File: src/rtl/if_stage.sv
// if_stage: instruction-fetch stage that owns the PC, runs a req/ack handshake with
// instruction memory, buffers words through a one-entry skid buffer into the IF/ID
// register, and flushes wrong-path words on a PC redirect.
//   clk, nrst           : rising-edge clock, synchronous active-low reset
//   imem_req/imem_addr  : fetch request and word-aligned address (held until ack)
//   imem_ack/imem_rdata : one-cycle ack pulse with the fetched word
//   stall               : decode cannot accept; IF/ID holds its contents
//   redirect_valid/_pc  : one-cycle redirect pulse and new PC (bits [1:0] ignored)
//   instr_valid, instr, instr_pc, pc_plus4, opcode, funct : IF/ID outputs to CONTROL
//   Optional macro IF_STAGE_PERF_CNT_EN adds perf_fetch_cnt and perf_bubble_cnt.
module if_stage #(
  parameter int ADDR_W = 32,
  parameter logic [ADDR_W-1:0] RESET_PC = '0
) (
  input  logic              clk,
  input  logic              nrst,
  output logic              imem_req,
  output logic [ADDR_W-1:0] imem_addr,
  input  logic              imem_ack,
  input  logic [31:0]       imem_rdata,
  input  logic              stall,
  input  logic              redirect_valid,
  input  logic [ADDR_W-1:0] redirect_pc,
  output logic              instr_valid,
  output logic [31:0]       instr,
  output logic [ADDR_W-1:0] instr_pc,
  output logic [ADDR_W-1:0] pc_plus4,
  output logic [5:0]        opcode,
  output logic [5:0]        funct
`ifdef IF_STAGE_PERF_CNT_EN
  ,
  output logic [31:0]       perf_fetch_cnt,
  output logic [31:0]       perf_bubble_cnt
`endif
);
  typedef enum logic [1:0] {S_IDLE, S_REQ, S_HOLD, S_DROP} state_t;
  state_t r_state, w_state;
  logic [ADDR_W-1:0] r_pc, w_pc;
  logic [ADDR_W-1:0] r_drop_addr, w_drop_addr;
  logic r_skid_v, w_skid_v;
  logic [31:0] r_skid_d, w_skid_d;
  logic [ADDR_W-1:0] r_skid_pc, w_skid_pc;
  logic r_valid, w_valid;
  logic [31:0] r_instr, w_instr;
  logic [ADDR_W-1:0] r_ipc, w_ipc;
  logic [ADDR_W-1:0] r_ipc4, w_ipc4;
  logic w_ack;
  logic w_load;
  logic [ADDR_W-1:0] w_redir_pc;
  assign imem_req = (r_state == S_REQ) || (r_state == S_DROP);
  // While dropping, the old address stays on the bus even though the PC has moved on.
  assign imem_addr = (r_state == S_DROP) ? r_drop_addr : r_pc;
  assign instr_valid = r_valid;
  assign instr = r_instr;
  assign instr_pc = r_ipc;
  assign pc_plus4 = r_ipc4;
  assign opcode = r_instr[31:26];
  assign funct = r_instr[5:0];
  always_comb begin
    // Only acks in REQ deliver a word; acks in DROP are wrong-path, in IDLE stale.
    w_ack = imem_ack && (r_state == S_REQ);
    w_load = !r_valid || !stall;
    w_redir_pc = {redirect_pc[ADDR_W-1:2], 2'b00};
    w_state = r_state;
    w_pc = r_pc;
    w_drop_addr = r_drop_addr;
    w_skid_v = r_skid_v;
    w_skid_d = r_skid_d;
    w_skid_pc = r_skid_pc;
    w_valid = r_valid;
    w_instr = r_instr;
    w_ipc = r_ipc;
    w_ipc4 = r_ipc4;
    if (w_ack) w_pc = r_pc + ADDR_W'(4);
    if (w_load) begin
      if (r_skid_v) begin
        w_valid = 1'b1;
        w_instr = r_skid_d;
        w_ipc = r_skid_pc;
        w_ipc4 = r_skid_pc + ADDR_W'(4);
        w_skid_v = 1'b0;
      end else if (w_ack) begin
        w_valid = 1'b1;
        w_instr = imem_rdata;
        w_ipc = r_pc;
        w_ipc4 = r_pc + ADDR_W'(4);
      end else begin
        w_valid = 1'b0;
        w_instr = '0;
      end
    end
    // An acked word that did not go straight to IF/ID parks in the skid buffer.
    if (w_ack && !(w_load && !r_skid_v)) begin
      w_skid_v = 1'b1;
      w_skid_d = imem_rdata;
      w_skid_pc = r_pc;
    end
    case (r_state)
      S_IDLE: w_state = S_REQ;
      S_REQ: w_state = (w_ack && w_skid_v) ? S_HOLD : S_REQ;
      S_HOLD: w_state = w_skid_v ? S_HOLD : S_REQ;
      default: w_state = imem_ack ? S_REQ : S_DROP;
    endcase
    // Redirect wins over stall and ack; an ack in the same cycle is the wrong-path word.
    if (redirect_valid) begin
      w_pc = w_redir_pc;
      w_valid = 1'b0;
      w_instr = '0;
      w_skid_v = 1'b0;
      w_state = (imem_req && !imem_ack) ? S_DROP : S_REQ;
      w_drop_addr = (r_state == S_DROP) ? r_drop_addr : r_pc;
    end
  end
  always_ff @(posedge clk) begin
    if (!nrst) begin
      r_state <= S_IDLE;
      r_pc <= RESET_PC;
      r_drop_addr <= RESET_PC;
      r_skid_v <= 1'b0;
      r_skid_d <= '0;
      r_skid_pc <= '0;
      r_valid <= 1'b0;
      r_instr <= '0;
      r_ipc <= '0;
      r_ipc4 <= '0;
    end else begin
      r_state <= w_state;
      r_pc <= w_pc;
      r_drop_addr <= w_drop_addr;
      r_skid_v <= w_skid_v;
      r_skid_d <= w_skid_d;
      r_skid_pc <= w_skid_pc;
      r_valid <= w_valid;
      r_instr <= w_instr;
      r_ipc <= w_ipc;
      r_ipc4 <= w_ipc4;
    end
  end
`ifdef IF_STAGE_PERF_CNT_EN
  logic [31:0] r_fetch_cnt;
  logic [31:0] r_bubble_cnt;
  assign perf_fetch_cnt = r_fetch_cnt;
  assign perf_bubble_cnt = r_bubble_cnt;
  always_ff @(posedge clk) begin
    if (!nrst) begin
      r_fetch_cnt <= '0;
      r_bubble_cnt <= '0;
    end else begin
      if (w_ack && !redirect_valid) r_fetch_cnt <= r_fetch_cnt + 32'd1;
      if (!r_valid) r_bubble_cnt <= r_bubble_cnt + 32'd1;
    end
  end
`endif
endmodule
File: config.mk
export PLATFORM = sky130hd
export DESIGN_NAME = if_stage
export DESIGN_NICKNAME = d
export VERILOG_FILES = /design/src/rtl/if_stage.sv
export SDC_FILE = /design/constraint.sdc
export NUM_CORES = 1
export LEC_CHECK = 0
export CORE_MARGIN = 2
export CORE_UTILIZATION = 52
export CTS_CLUSTER_DIAMETER = 150
export DETAILED_ROUTE_END_ITERATION = 12
export PLACE_DENSITY = 0.81
export SLEW_MARGIN = 0
export SYNTH_ARGS = -nofsm -noshare
export SYNTH_HDL_FRONTEND = slang
export SYNTH_SLANG_ARGS = --single-unit
File: constraint.sdc
create_clock -name clk -period 2.6 [get_ports clk]
set_input_delay 0.26 -clock clk [delete_from_list [all_inputs] [get_ports clk]]
set_output_delay 0.26 -clock clk [all_outputs]
set_load 0.02 [all_outputs]
# == Word-level counts from Yosys, hierarchy flattened ==
# Cells that the tools add are included.
# word_totals
register_bits,228
word_cells,53
# classes
bitwise,1
reduce_logical,17
add_sub_neg,2
mux,19
eq_ne,3
# ops
cell,count
$mux W32,9
$add A32 B3 Y32 const B,2
$mux W2,5
$pmux W2 S3,1
$logic_and A1 B1 Y1,5
$logic_not A1 Y1,5
$eq A2 B2 Y1 const B,2
$mux W1,4
$reduce_bool A2 Y1,2
$eq A2 B1 Y1 const B,1
$logic_not A2 Y1,1
$logic_or A1 B1 Y1,2
$reduce_and A2 Y1,1
$reduce_or A2 Y1,1
$not A1 Y1,1

# == Logic depth before layout (Yosys ltp) ==
# depth
ltp_word,10
depth_mapped,8

# == Worst setup path before layout ==
# Ideal clock, no wire load.
# synth_timing
kind,flip-flop to flip-flop
from,register r_skid_pc[2]
to,register r_ipc4[20] (netlist: pc_plus4[20])
synth_period_minus_slack_ps,1918
path_stages_with_launch,7
setup_ps,134
path_slack_ps,682
path_buffers,0
arrival_ps,1784
cell_sequence,dfxtp_1 -> ha_1 -> nand3_1 -> or3_1 -> nor4_1 -> xnor2_1 -> o221ai_1
# synth_via
elab_chain_cells,2
# synth_rtl
item,line,source
from (decl),42,"logic [ADDR_W-1:0] r_skid_pc, w_skid_pc;"
from (signal assigned),132,r_skid_pc <= w_skid_pc;
$add A32 B3 Y32,80,w_ipc4 = r_skid_pc + ADDR_W'(4);
$mux W32,76,if (r_skid_v) begin
to (signal assigned),136,r_ipc4 <= w_ipc4;
to (decl),46,"logic [ADDR_W-1:0] r_ipc4, w_ipc4;"
# Every way passes these cells.
# A chain may end at the register's enable or synchronous reset.

# == Worst setup path in the final report ==
# layout_timing
from,register r_state[0]
to,output imem_addr[31]
# layout_via
elab_chain_cells,2
# layout_rtl
item,line,source
from (decl),37,"state_t r_state, w_state;"
from (signal assigned),127,r_state <= w_state;
$eq A2 B2 Y1,52,assign imem_addr = (r_state == S_DROP) ? r_drop_addr : r_pc;
$mux W32,n/a,
to (decl),18,"output logic [ADDR_W-1:0] imem_addr,"
# Every way passes these cells.

==> impl_metrics.json <==
{
  "status": "complete, no violations",
  "r2r-start": "r_pc[2]",
  "drv_cap": 0,
  "drt-total-wl_mm": 33.0,
  "worstMarginPinSlew_ps": 842,
  "yosys_warnings": 0,
  "power.leakage_uw": 0.00475,
  "rsz0062_at_grt": "no",
  "antenna_found_initial": 0,
  "drtIter0Drc": 882,
  "cp-end-kind": "output port",
  "diodes": 0,
  "drc": 0,
  "instances_no_fill": 1755,
  "vias_per_cell": 5.94,
  "dr.pass1.iters": 8,
  "grt_first_pass_wirelength_mm": 52.4,
  "ys_async_sr_fraction_pct": 0,
  "synth_edf_count": 0,
  "dieArea_mm2": 0.0213,
  "fin_skew_ps": 14.0,
  "rrSetupSlack_ps": 250,
  "hpwl_mm": 22.2,
  "die_y_um": 146,
  "final_cell_mix": "nand2_1 (240), dfxtp_1 (219), clkdlybuf4s50_1 (204)",
  "fmax_ghz": 0.402,
  "fp-row-count": 51,
  "cts_tree": "done",
  "relSlewSlack_pct": 43.9,
  "arrival_ps": 2230,
  "period_share_pct": 95.7,
  "syn_inst": 1308,
  "hold_end": "r_skid_d[2]",
  "post_drt_wl_per_cell_um": 18.8,
  "final.setup.tns_ps": 0,
  "synth_cell_types": 59,
  "cts_resized": 0,
  "hold_depth": 3,
  "p_per_area_mw_per_mm2": 613,
  "overflow": 0,
  "clkLatencyLatePin_ps": 520,
  "post-cts-setup-buffers": 0,
  "start_kind": "register",
  "synth.cell_area_mm2": 0.0105,
  "grt.total_usage_pct": 29.8,
  "cts_htree_levels": 1,
  "clk_pin_slew_ps": 60,
  "numCtsBuffers": 24,
  "syn_area_per_cell_um2": 8.03,
  "cts_sinks": 220,
  "area_growth_syn_to_layout_pct": 31.1,
  "drive_above_1_share_pct": 10.9,
  "num_vias": 10427,
  "finalSetupViolations": 0,
  "r2r_end": "r_pc[22]",
  "cts_root_buf": "clkbuf_16",
  "dp.cells": 1712,
  "final_core_util_pct": 70.1,
  "final_common_cell": "nand2_1",
  "numPortBuffers": 204,
  "hp-class": "in2reg",
  "worstSetupPathType": "reg2out",
  "fin_nets": 1544,
  "ys.flop_type": "dfxtp_1",
  "cts_buffer_depth": 3,
  "ys_seq_area_share_pct": 41.9,
  "final.min_clock_period_ps": 2490,
  "synth-seq-cells": 220,
  "min_from": "imem_rdata[2]",
  "fp.coreArea_mm2": 0.0197,
  "r2r_cells": 7,
  "place_area_mm2": 0.0129,
  "start_util_pct": 53.4,
  "grt_max_degree": 77,
  "ctsHoldBuffers": 0,
  "grt_pass1_vias": 9768,
  "final-hold-violation-count": 0,
  "slew_viol_final": 0,
  "ant_nets": 0,
  "crit_required_ps": 2340,
  "fp.dieW_um": 146,
  "gp_congestion": 0.940,
  "io_pins": 211,
  "cp_max_fo": 21,
  "ir_worst_vdd_uv": 447,
  "stdcell_area_mm2": 0.0138
}
-- cells in the mapped netlist, drive strengths merged (8+ instances only) --
library cell	count	area, um2
nand3	31	155
inv	15	56.3
a221oi	33	289
a31oi	8	50.1
buf	44	254
nor2	99	372
nand4	24	163
mux2	32	360
nor4	25	169
and4	8	70.1
a21oi	131	656
clkbuf	96	364
a211oi	33	248
o211ai	8	65.1
xor2	24	210
o21ai	37	185
xnor2	38	333
dfxtp	220	4400
nand2	240	901
mux2i	42	420
nor3	57	290
-- registers in the layout, indices dropped and copies added (netlist names) --
register,count
instr,32
r_drop_addr,32
r_skid_d,32
instr_pc,30
pc_plus4,30
r_pc,30
r_skid_pc,30
r_state,2
instr_valid,1
r_skid_v,1
-- worst max path at each step --
stage / slack (ps) / endpoint / from / cells past startpoint
floorplan: 680 / pc_plus4[20] / r_skid_pc[2] / 6
finish: 110 / imem_addr[31] / r_state[0] / 4
CTS: 40 / imem_addr[26] / r_state[0] / 4
detailed placement: 340 / pc_plus4[31] / r_pc[2] / 7
global route: 30 / imem_addr[3] / r_state[0] / 4
global placement: 390 / pc_plus4[31] / r_pc[2] / 7
-- cell families (layout without fill, tap and decap cells) --
kind of cell	after synthesis	count (layout)	share of synthesized area [%]
AND/OR/NAND/NOR	512	512	22.1
AO/OA/AOI/OAI	281	281	16.7
flip-flops	220	220	41.9
buffers and inverters	156	335	6.46
multiplexers	74	74	7.43
XOR/XNOR	62	62	5.17
adder cells (fa/ha/maj)	2	2	0.238
other	1	4	0.0357
-- layout make-up --
cell class | count | area, um2
Multi-Input combinational cell | 935 | 5470
Clock inverter | 10 | 205
Clock buffer | 33 | 696
Inverter | 16 | 62.6
Fill cell | 1583 | 5880
Tap cell | 265 | 332
Sequential cell | 220 | 4410
Timing Repair Buffer | 276 | 2600
-- critical path: stages, from the launching register on --
cell and delay [ps]:
dfxtp_1 380, nand2_1 140, buf_6 260, mux2_2 360, clkdlybuf4s50_1 570
-- per-stage QoR --
stage / hold slack (ps) / total power (uW) / setup WS, ps
after floorplan: 391 / 4190 / 682
after global placement: 439 / 4640 / 391
after detailed placement: 446 / 4660 / 337
after CTS: 309 / 8470 / 39.7
after global routing: 323 / 8700 / 34.8
final: 317 / 8450 / 112
-- where the power goes --
| group | internal (uW) | switching [uW] |
|---|---|---|
| sequential | 3490 | 90.8 |
| combinational | 468 | 563 |
| clock | 2460 | 1380 |
| total | 6420 | 2030 |
-- layer usage --
metal	GRT usage (%)	wire (um)	vias to the layer above
met4	11.7	1290	0
met5	0	0	-
met2	48.7	15400	505
li1	-	-	4896
met1	40.0	13900	4931
met3	4.09	2440	95
No activity file was read; power rests on OpenSTA's default activity.
